$ cat src/rtl/sdram_rd_arbiter.sv
// rtl/sdram_rd_arbiter.sv - round-robin arbiter sharing one Avalon-MM SDRAM read master; optional feature macro VMX_ARB_TIMEOUT_EN
module sdram_rd_arbiter #(
    parameter int pNUM_REQ = 4,
    parameter int pADDR_W  = 24,
    parameter int pTIMEOUT = 256
) (
    input  logic                             iCLOCK,
    input  logic                             iRESET,
    input  logic [pNUM_REQ-1:0][pADDR_W-1:0] iREQ_ADDRESS,
    input  logic [pNUM_REQ-1:0]              iREQ_READ,
    output logic [pNUM_REQ-1:0]              oREQ_WAIT_REQUEST,
    output logic [15:0]                      oREQ_READ_DATA,
    output logic [pNUM_REQ-1:0]              oREQ_READ_DATA_VALID,
    output logic [pADDR_W-1:0]               oSDRAM_ADDRESS,
    output logic                             oSDRAM_READ,
    input  logic                             iSDRAM_WAIT_REQUEST,
    input  logic [15:0]                      iSDRAM_READ_DATA,
    input  logic                             iSDRAM_READ_DATA_VALID,
    output logic                             oTIMEOUT
);

    localparam int GW = (pNUM_REQ > 1) ? $clog2(pNUM_REQ) : 1;

    typedef enum logic [1:0] {
        sIDLE      = 2'd0,
        sISSUE     = 2'd1,
        sWAIT_DATA = 2'd2
    } state_t;

    state_t        r_state;
    state_t        w_state_next;
    logic [GW-1:0] r_gnt;
    logic [GW-1:0] r_last;
    logic [GW-1:0] w_pick;
    logic          w_any_read;
    logic          w_accept;
    logic          w_timeout_hit;

    // First requester with read high, searching upward from the one after last served.
    function automatic logic [GW-1:0] rr_pick(input logic [pNUM_REQ-1:0] req,
                                              input logic [GW-1:0]       last);
        logic [GW-1:0] pick;
        logic          found;
        int            idx;
        pick  = last;
        found = 1'b0;
        for (int k = 1; k <= pNUM_REQ; k++) begin
            idx = (int'(last) + k) % pNUM_REQ;
            if (!found && req[idx]) begin
                pick  = GW'(idx);
                found = 1'b1;
            end
        end
        return pick;
    endfunction

    assign w_any_read = |iREQ_READ;
    assign w_pick     = rr_pick(iREQ_READ, r_last);
    assign w_accept   = (r_state == sISSUE) && iREQ_READ[r_gnt] && !iSDRAM_WAIT_REQUEST;

`ifdef VMX_ARB_TIMEOUT_EN
    localparam int CW = (pTIMEOUT > 1) ? $clog2(pTIMEOUT) : 1;

    logic [CW-1:0] r_wait_cnt;
    logic          r_timeout;

    assign w_timeout_hit = (r_state == sWAIT_DATA) && !iSDRAM_READ_DATA_VALID &&
                           (r_wait_cnt == CW'(pTIMEOUT - 1));
    assign oTIMEOUT      = r_timeout;

    // Cycles spent waiting for data; held at zero outside sWAIT_DATA so it starts clean on entry.
    always_ff @(posedge iCLOCK) begin
        if (iRESET) begin
            r_wait_cnt <= '0;
            r_timeout  <= 1'b0;
        end else begin
            if (r_state != sWAIT_DATA) begin
                r_wait_cnt <= '0;
            end else if (!iSDRAM_READ_DATA_VALID) begin
                r_wait_cnt <= r_wait_cnt + 1'b1;
            end
            if (w_timeout_hit) begin
                r_timeout <= 1'b1;
            end
        end
    end
`else
    assign w_timeout_hit = 1'b0;
    assign oTIMEOUT      = 1'b0;
`endif

    // State, grant and last-served registers.
    always_ff @(posedge iCLOCK) begin
        if (iRESET) begin
            r_state <= sIDLE;
            r_gnt   <= '0;
            r_last  <= GW'(pNUM_REQ - 1);
        end else begin
            r_state <= w_state_next;
            if ((r_state == sIDLE) && w_any_read) begin
                r_gnt <= w_pick;
            end
            if (w_accept) begin
                r_last <= r_gnt;
            end
        end
    end

    // Next state plus master/requester routing; everything defaults to the idle view.
    always_comb begin
        w_state_next         = r_state;
        oSDRAM_READ          = 1'b0;
        oSDRAM_ADDRESS       = iREQ_ADDRESS[r_gnt];
        oREQ_WAIT_REQUEST    = '1;
        oREQ_READ_DATA_VALID = '0;
        oREQ_READ_DATA       = iSDRAM_READ_DATA;
        case (r_state)
            sIDLE: begin
                if (w_any_read) begin
                    w_state_next = sISSUE;
                end
            end
            sISSUE: begin
                oSDRAM_READ              = iREQ_READ[r_gnt];
                oREQ_WAIT_REQUEST[r_gnt] = iSDRAM_WAIT_REQUEST;
                if (!iREQ_READ[r_gnt]) begin
                    // Granted requester withdrew its read: release without issuing.
                    w_state_next = sIDLE;
                end else if (!iSDRAM_WAIT_REQUEST) begin
                    w_state_next = sWAIT_DATA;
                end
            end
            sWAIT_DATA: begin
                if (iSDRAM_READ_DATA_VALID) begin
                    oREQ_READ_DATA_VALID[r_gnt] = 1'b1;
                    w_state_next                = sIDLE;
                end else if (w_timeout_hit) begin
                    // Lost read: hand the requester a zero word so it can move on.
                    oREQ_READ_DATA_VALID[r_gnt] = 1'b1;
                    oREQ_READ_DATA              = 16'h0000;
                    w_state_next                = sIDLE;
                end
            end
            default: begin
                w_state_next = sIDLE;
            end
        endcase
    end

endmodule
$ cat config.mk
export PLATFORM = sky130hd
export DESIGN_NAME = sdram_rd_arbiter
export DESIGN_NICKNAME = d
export VERILOG_FILES = /design/src/rtl/sdram_rd_arbiter.sv
export SDC_FILE = /design/constraint.sdc
export NUM_CORES = 1
export LEC_CHECK = 0
export ABC_CLOCK_PERIOD_IN_PS = 1500
export BUFFER_PORTS_ARGS = -buffer_cell sky130_fd_sc_hd__buf_2
export CAP_MARGIN = 40
export CELL_PAD_IN_SITES_DETAIL_PLACEMENT = 1
export CELL_PAD_IN_SITES_GLOBAL_PLACEMENT = 2
export CORE_ASPECT_RATIO = 1.75
export CORE_MARGIN = 5
export CORE_UTILIZATION = 12
export DETAILED_ROUTE_END_ITERATION = 8
export PLACE_DENSITY = 0.82
export SYNTH_ARGS = -nofsm -noshare
export SYNTH_HDL_FRONTEND = slang
export SYNTH_SLANG_ARGS = --single-unit
$ cat constraint.sdc
create_clock -name iCLOCK -period 1.5 [get_ports iCLOCK]
set_clock_uncertainty 0.1 [all_clocks]
set_input_delay 0 -clock iCLOCK [delete_from_list [all_inputs] [get_ports iCLOCK]]
set_output_delay 0 -clock iCLOCK [all_outputs]
set_load 0.01 [all_outputs]
==> Word-level counts from Yosys, hierarchy flattened <==
Cells that the tools add are included.
{ "totals": {"out_inout_bits": 50, "word_cells": 76, "input_bits": 120, "register_bits": 6} }
{ "classes": {"n_addsub": 4, "bitwise_logic": 6, "reduce_logical": 18, "magnitude_cmp": 6, "mux": 34, "eq_ne": 5} }
{ "ops": {"columns": ["cell", "n"], "rows": [
  ["binary-select mux 24 bit (select 2 bit)", 1],
  ["two-way mux 24 bit", 1],
  ["< comparator 3 x 4 -> 1 bit, second input constant", 4],
  ["two-way mux 2 bit", 8],
  ["two-way mux 1 bit", 14],
  ["two-way mux 4 bit", 3],
  ["binary-select mux 1 bit (select 2 bit)", 5],
  ["OR reduction 2 bit", 4],
  ["logical AND 1 bit", 7],
  ["case mux 2 bit (3 select lines)", 1],
  ["adder 2 x 1 -> 2 bit, second input constant", 2],
  ["adder 2 bit, second input constant", 2],
  ["AND 1 bit, first input constant", 4],
  ["logical NOT 1 bit", 4],
  ["inequality test 2 bit, second input constant", 2],
  ["inverter 4 bit", 1],
  ["OR 4 bit", 1],
  ["OR reduction 4 bit", 1],
  ["< comparator 2 x 3 -> 1 bit, second input constant", 1],
  ["inequality test 3 bit, second input constant", 1],
  ["AND reduction 3 bit", 1],
  ["demux 1 bit (select 2 bit)", 1],
  ["equality test 2 x 1 -> 1 bit, second input constant", 1],
  ["equality test 2 bit, second input constant", 1],
  ["2 further kinds", 2]
]} }

==> Depth between registers and ports, before layout <==
{ "logic_depth": {"ltp_word": 16, "mapped_depth": 5, "mapped_depth_nobuf": 4} }

==> Least setup slack after synthesis <==
Ideal clock, no wire load.
{ "synth_path": {"path_kind": "reg-to-reg", "start": "register r_gnt[1]", "end": "register r_last[0]", "n_path_buf": 1, "path_slack_ps": 114, "arrival_time_ps": 1166, "required_ps": 1280, "setup_ps": 120, "period_less_slack_ps": 1386, "stages_incl_launch_ff": 5, "cell_sequence": "dfxtp_1 -> clkbuf_1 -> mux2_2 -> nand2b_4 -> mux2i_1"} }
{ "synth_via": {"elab_chain_cells": 4} }
{ "synth_rtl": {"columns": ["element", "line", "text"], "rows": [
  ["from (decl)", "32", "logic [GW-1:0] r_gnt;"],
  ["from (signal assigned)", "101", "r_gnt <= w_pick;"],
  ["binary-select mux 1 bit (select 2 bit)", "59", "assign w_accept = (r_state == sISSUE) && iREQ_READ[r_gnt] && !iSDRAM_WAIT_REQUEST;"],
  ["two-way mux 1 bit (implied by the code)", "59", null],
  ["logical AND 1 bit (2 in series)", "59", null],
  ["to (signal assigned)", "97", "r_last <= GW'(pNUM_REQ - 1);"],
  ["to (signal assigned)", "104", "r_last <= r_gnt;"],
  ["to (decl)", "33", "logic [GW-1:0] r_last;"]
]} }
No other way between the ends. The select of a mux whose other input is x is not followed.
A chain may end at the register's enable or synchronous reset.

==> Worst setup path after layout <==
{ "layout_path": {"start": "register r_gnt[0]", "end": "output port oSDRAM_ADDRESS[18]"} }
{ "layout_via": {"elab_chain_cells": 2} }
{ "layout_rtl": {"columns": ["element", "line", "text"], "rows": [
  ["binary-select mux 24 bit (select 2 bit)", "113", "oSDRAM_ADDRESS = iREQ_ADDRESS[r_gnt];"],
  ["two-way mux 24 bit (implied by the code)", "113", null],
  ["to (decl)", "14", "output logic [pADDR_W-1:0] oSDRAM_ADDRESS,"]
]} }
No other way between the ends. The select of a mux whose other input is x is not followed.

==> qor.json <==
{
  "status": {"value": "finished, violations left"},
  "violations": {"value": "setup timing"},
  "fmax": {"value": 618, "unit": "MHz"},
  "tns": {"value": -2.10, "unit": "ns"},
  "ctsLongestPathBuffers": {"value": 2},
  "cts-root-buf": {"value": "clkbuf_16"},
  "total_power": {"value": 1.80, "unit": "mW"},
  "max-vdd-ir-drop": {"value": 0.000190, "unit": "V"},
  "share_seq_of_total_power": {"value": 0.115},
  "final_design_area_no_fill": {"value": 2440, "unit": "um2"},
  "count_of_flip_flops_with_a_built_in_enable_after_synthesis": {"value": 0},
  "standby_leakage_power": {"value": 1.11, "unit": "nW"},
  "grtUsageTotal": {"value": 0.115},
  "ios": {"value": 170},
  "insertedDiodeCount": {"value": 0},
  "first_global_vias": {"value": 1777},
  "finalSetupViolCount": {"value": 27},
  "drive_above_1_share": {"value": 0.758},
  "criticalPathCategory": {"value": "reg2out"},
  "timing.hold.worst.start": {"value": "iSDRAM_WAIT_REQUEST"},
  "detail-route-antenna-nets": {"value": 0},
  "cts_buffers": {"value": 3},
  "drt_pass1_iterations": {"value": 6},
  "crit-reg2reg-launch": {"value": "r_gnt[0]"},
  "worstPathCellList": {"value": "buf_12, buf_16, mux4_2, buf_6"},
  "syn-cell-area": {"value": 1140, "unit": "um2"},
  "clock_tree_from_tritoncts": {"value": "built"},
  "globalRouteOverflowTotal": {"value": 0},
  "worst_setup_slack_after_placement": {"value": 0.0577, "unit": "ns"},
  "wl": {"value": 7.20, "unit": "mm"},
  "antenna_found_initial": {"value": 0},
  "synth_area_leaders": {"value": "mux4_2, buf_4, dfxtp_1"},
  "syn_inst": {"value": 106},
  "setup.worst_path.end_class": {"value": "output port"},
  "combPwrFrac": {"value": 0.642},
  "insertion_delay": {"value": 0.23, "unit": "ns"},
  "critPathLaunchType": {"value": "flop"},
  "slowest_stage": {"value": "mux4_2"},
  "cellInternalPower": {"value": 1.22, "unit": "mW"},
  "most_repeated_cell_in_the_gate_level_netlist_after_synthesis": {"value": "mux4_2"},
  "first_iter_violations": {"value": 24},
  "final-hold-violation-count": {"value": 0},
  "grt_setup_unrepaired": {"value": "yes"},
  "timing.critical_path.required": {"value": 1.40, "unit": "ns"},
  "cts_num_sinks": {"value": 6},
  "final_min_period": {"value": 1.62, "unit": "ns"},
  "initial_core_util": {"value": 0.122},
  "flow.area_growth_from_synthesis": {"value": 115, "unit": "%"},
  "synth-seq-area-share": {"value": 0.106},
  "floorplan.die.height": {"value": 139, "unit": "um"},
  "routed.top_layer": {"value": "met4"},
  "placement_rows": {"value": 47},
  "grt_max_degree": {"value": 17},
  "synth.lib_cells_used.distinct": {"value": 27},
  "detail_route.wirelength.met1": {"value": 2.02, "unit": "mm"},
  "critical_path.max_stage_delay": {"value": 0.51, "unit": "ns"},
  "synth-async-reset-ratio": {"value": 0},
  "post-route-period-util": {"value": 1.08},
  "route.detailed.drc": {"value": 0},
  "routed_via_density": {"value": 4.14},
  "cts.clk_slew.worst_paths": {"value": 0.03, "unit": "ns"},
  "power_share_of_the_clock_group": {"value": 0.243},
  "dominant_cell_type_by_area_after_synthesis": {"value": "mux4_2"},
  "synth_flop_cell": {"value": "dfxtp_1"},
  "met3_wirelength": {"value": 986, "unit": "um"},
  "routedWlPerCell": {"value": 19.3, "unit": "um"},
  "report.final.slew_viol_count": {"value": 0},
  "synth_area_per_cell": {"value": 10.7, "unit": "um2"},
  "floorplan.die.width": {"value": 83.6, "unit": "um"},
  "cap_violations": {"value": 0},
  "netlist.area_leader.share": {"value": 0.475},
  "yosys_register_bits": {"value": 6},
  "gp_congestion": {"value": 0.965},
  "h_tree_levels": {"value": 1},
  "worst-path-max-fanout": {"value": 5},
  "final_design_utilization": {"value": 0.261},
  "ys.warnings.count": {"value": 0},
  "finish.net_count": {"value": 374},
  "detailed_place.area": {"value": 1860, "unit": "um2"},
  "hp-class": {"value": "in2reg"},
  "grt_first_pass_wirelength": {"value": 10.4, "unit": "mm"},
  "placeable_core_area": {"value": 9350, "unit": "um2"},
  "power_switching_share": {"value": 0.322},
  "io_buffers": {"value": 136},
  "postSynthNetCount": {"value": 226},
  "power_switching": {"value": 0.578, "unit": "mW"},
  "post-dp-hpwl": {"value": 5.83, "unit": "mm"},
  "post-route-worst-setup-slack": {"value": -0.119, "unit": "ns"},
  "routed-via-count": {"value": 1548},
  "reg2reg_slack": {"value": -0.04, "unit": "ns"},
  "power-per-cell-area": {"value": 735, "unit": "nW/um2"},
  "timing.critical_path.arrival": {"value": 1.52, "unit": "ns"},
  "floorplan.die_area": {"value": 11600, "unit": "um2"},
  "critPathLaunch": {"value": "r_gnt[0]"},
  "dr_wl_met2": {"value": 4.16, "unit": "mm"},
  "synth_top_cells_by_count": {"value": "mux4_2, buf_4, nor2_1"}
}
==> cells by family after synthesis <==
family                 after synthesis  synth area share
buffers and inverters               29             0.166
muxes                               28             0.512
and+or+nand+nor                     28             0.134
AOI/OAI and AO/OA                   14            0.0792
DFF                                  6             0.106
other                                1           0.00330
==> per-stage QoR <==
stage | hold WS [ns] | std cells
2_1_floorplan | -0.00823 | 106
3_3_place_gp | -0.0999 | 345
3_5_place_dp | -0.0999 | 345
4_1_cts | 0.0200 | 376
5_1_grt | 0.0415 | 374
6_report | 0.0267 | 374
==> cells in the final DEF, fill, tap and decap left out, drive strengths merged <==
master	Yosys	final
a211o	2	2
a21oi	6	6
a221oi	1	1
buf	25	151
clkbuf	1	3
conb	1	1
dfxtp	6	6
dlygate4sd3	0	18
inv	3	3
mux2	1	1
mux2i	3	3
mux4	24	24
nand2	3	3
nand2b	5	5
nand3	4	4
nand3b	2	2
nor2	9	9
nor3	2	2
nor3b	1	1
o211a	1	1
o21ai	2	2
o22ai	1	1
o31ai	1	1
or3b	1	1
or4	1	1
==> routing by layer <==
layer,up-vias,global-route usage
met5,-,0
met4,0,0.0153
met3,5,0.0618
met2,128,0.240
met1,723,0.0926
li1,692,-
==> final timing paths <==
kind / endpoint / depth (start not counted)
setup reg to reg: r_last[0] / 6
hold / removal: r_last[1] / 3
setup / recovery: oSDRAM_ADDRESS[18] / 4
hold reg to reg: r_last[0] / 2
==> critical path: cells and delay by family (launching register included) <==
kind	cells	cell delay [ns]
buf+inv	3	0.39
flops	1	0.39
mux	1	0.51
==> area by class of cell <==
type	count	area [um2]
fillers	1075	6910
inverters	3	13.8
multi-input cells	71	871
flip-flops and latches	6	124
well taps	122	153
clock buffers	3	75.1
repair buffers	169	1200
==> state kept, by name, summed over array words and instances, names as in the netlist <==
name	cells
r_last	2
r_state	2
r_gnt	2
==> power by group through the flow <==
stage	clock, mW	combinational, mW	sequential (mW)
floorplan	0	0.508	0.188
global placement	0	0.803	0.202
detailed placement	0	0.815	0.203
CTS	0.440	1.13	0.203
global route	0.452	1.23	0.210
finish	0.437	1.15	0.206
==> repair_timing <==
item | CTS | global route
cloned | 3 | 0
buffers inserted | 9 | 1
setup endpoints to repair | 26 | 32
gates resized for setup | 34 | 20
pin swaps | 2 | 1
endpoints found under the hold margin | 19 | 0
hold buffers | 18 | 0
No activity file was read; power rests on OpenSTA's default activity.
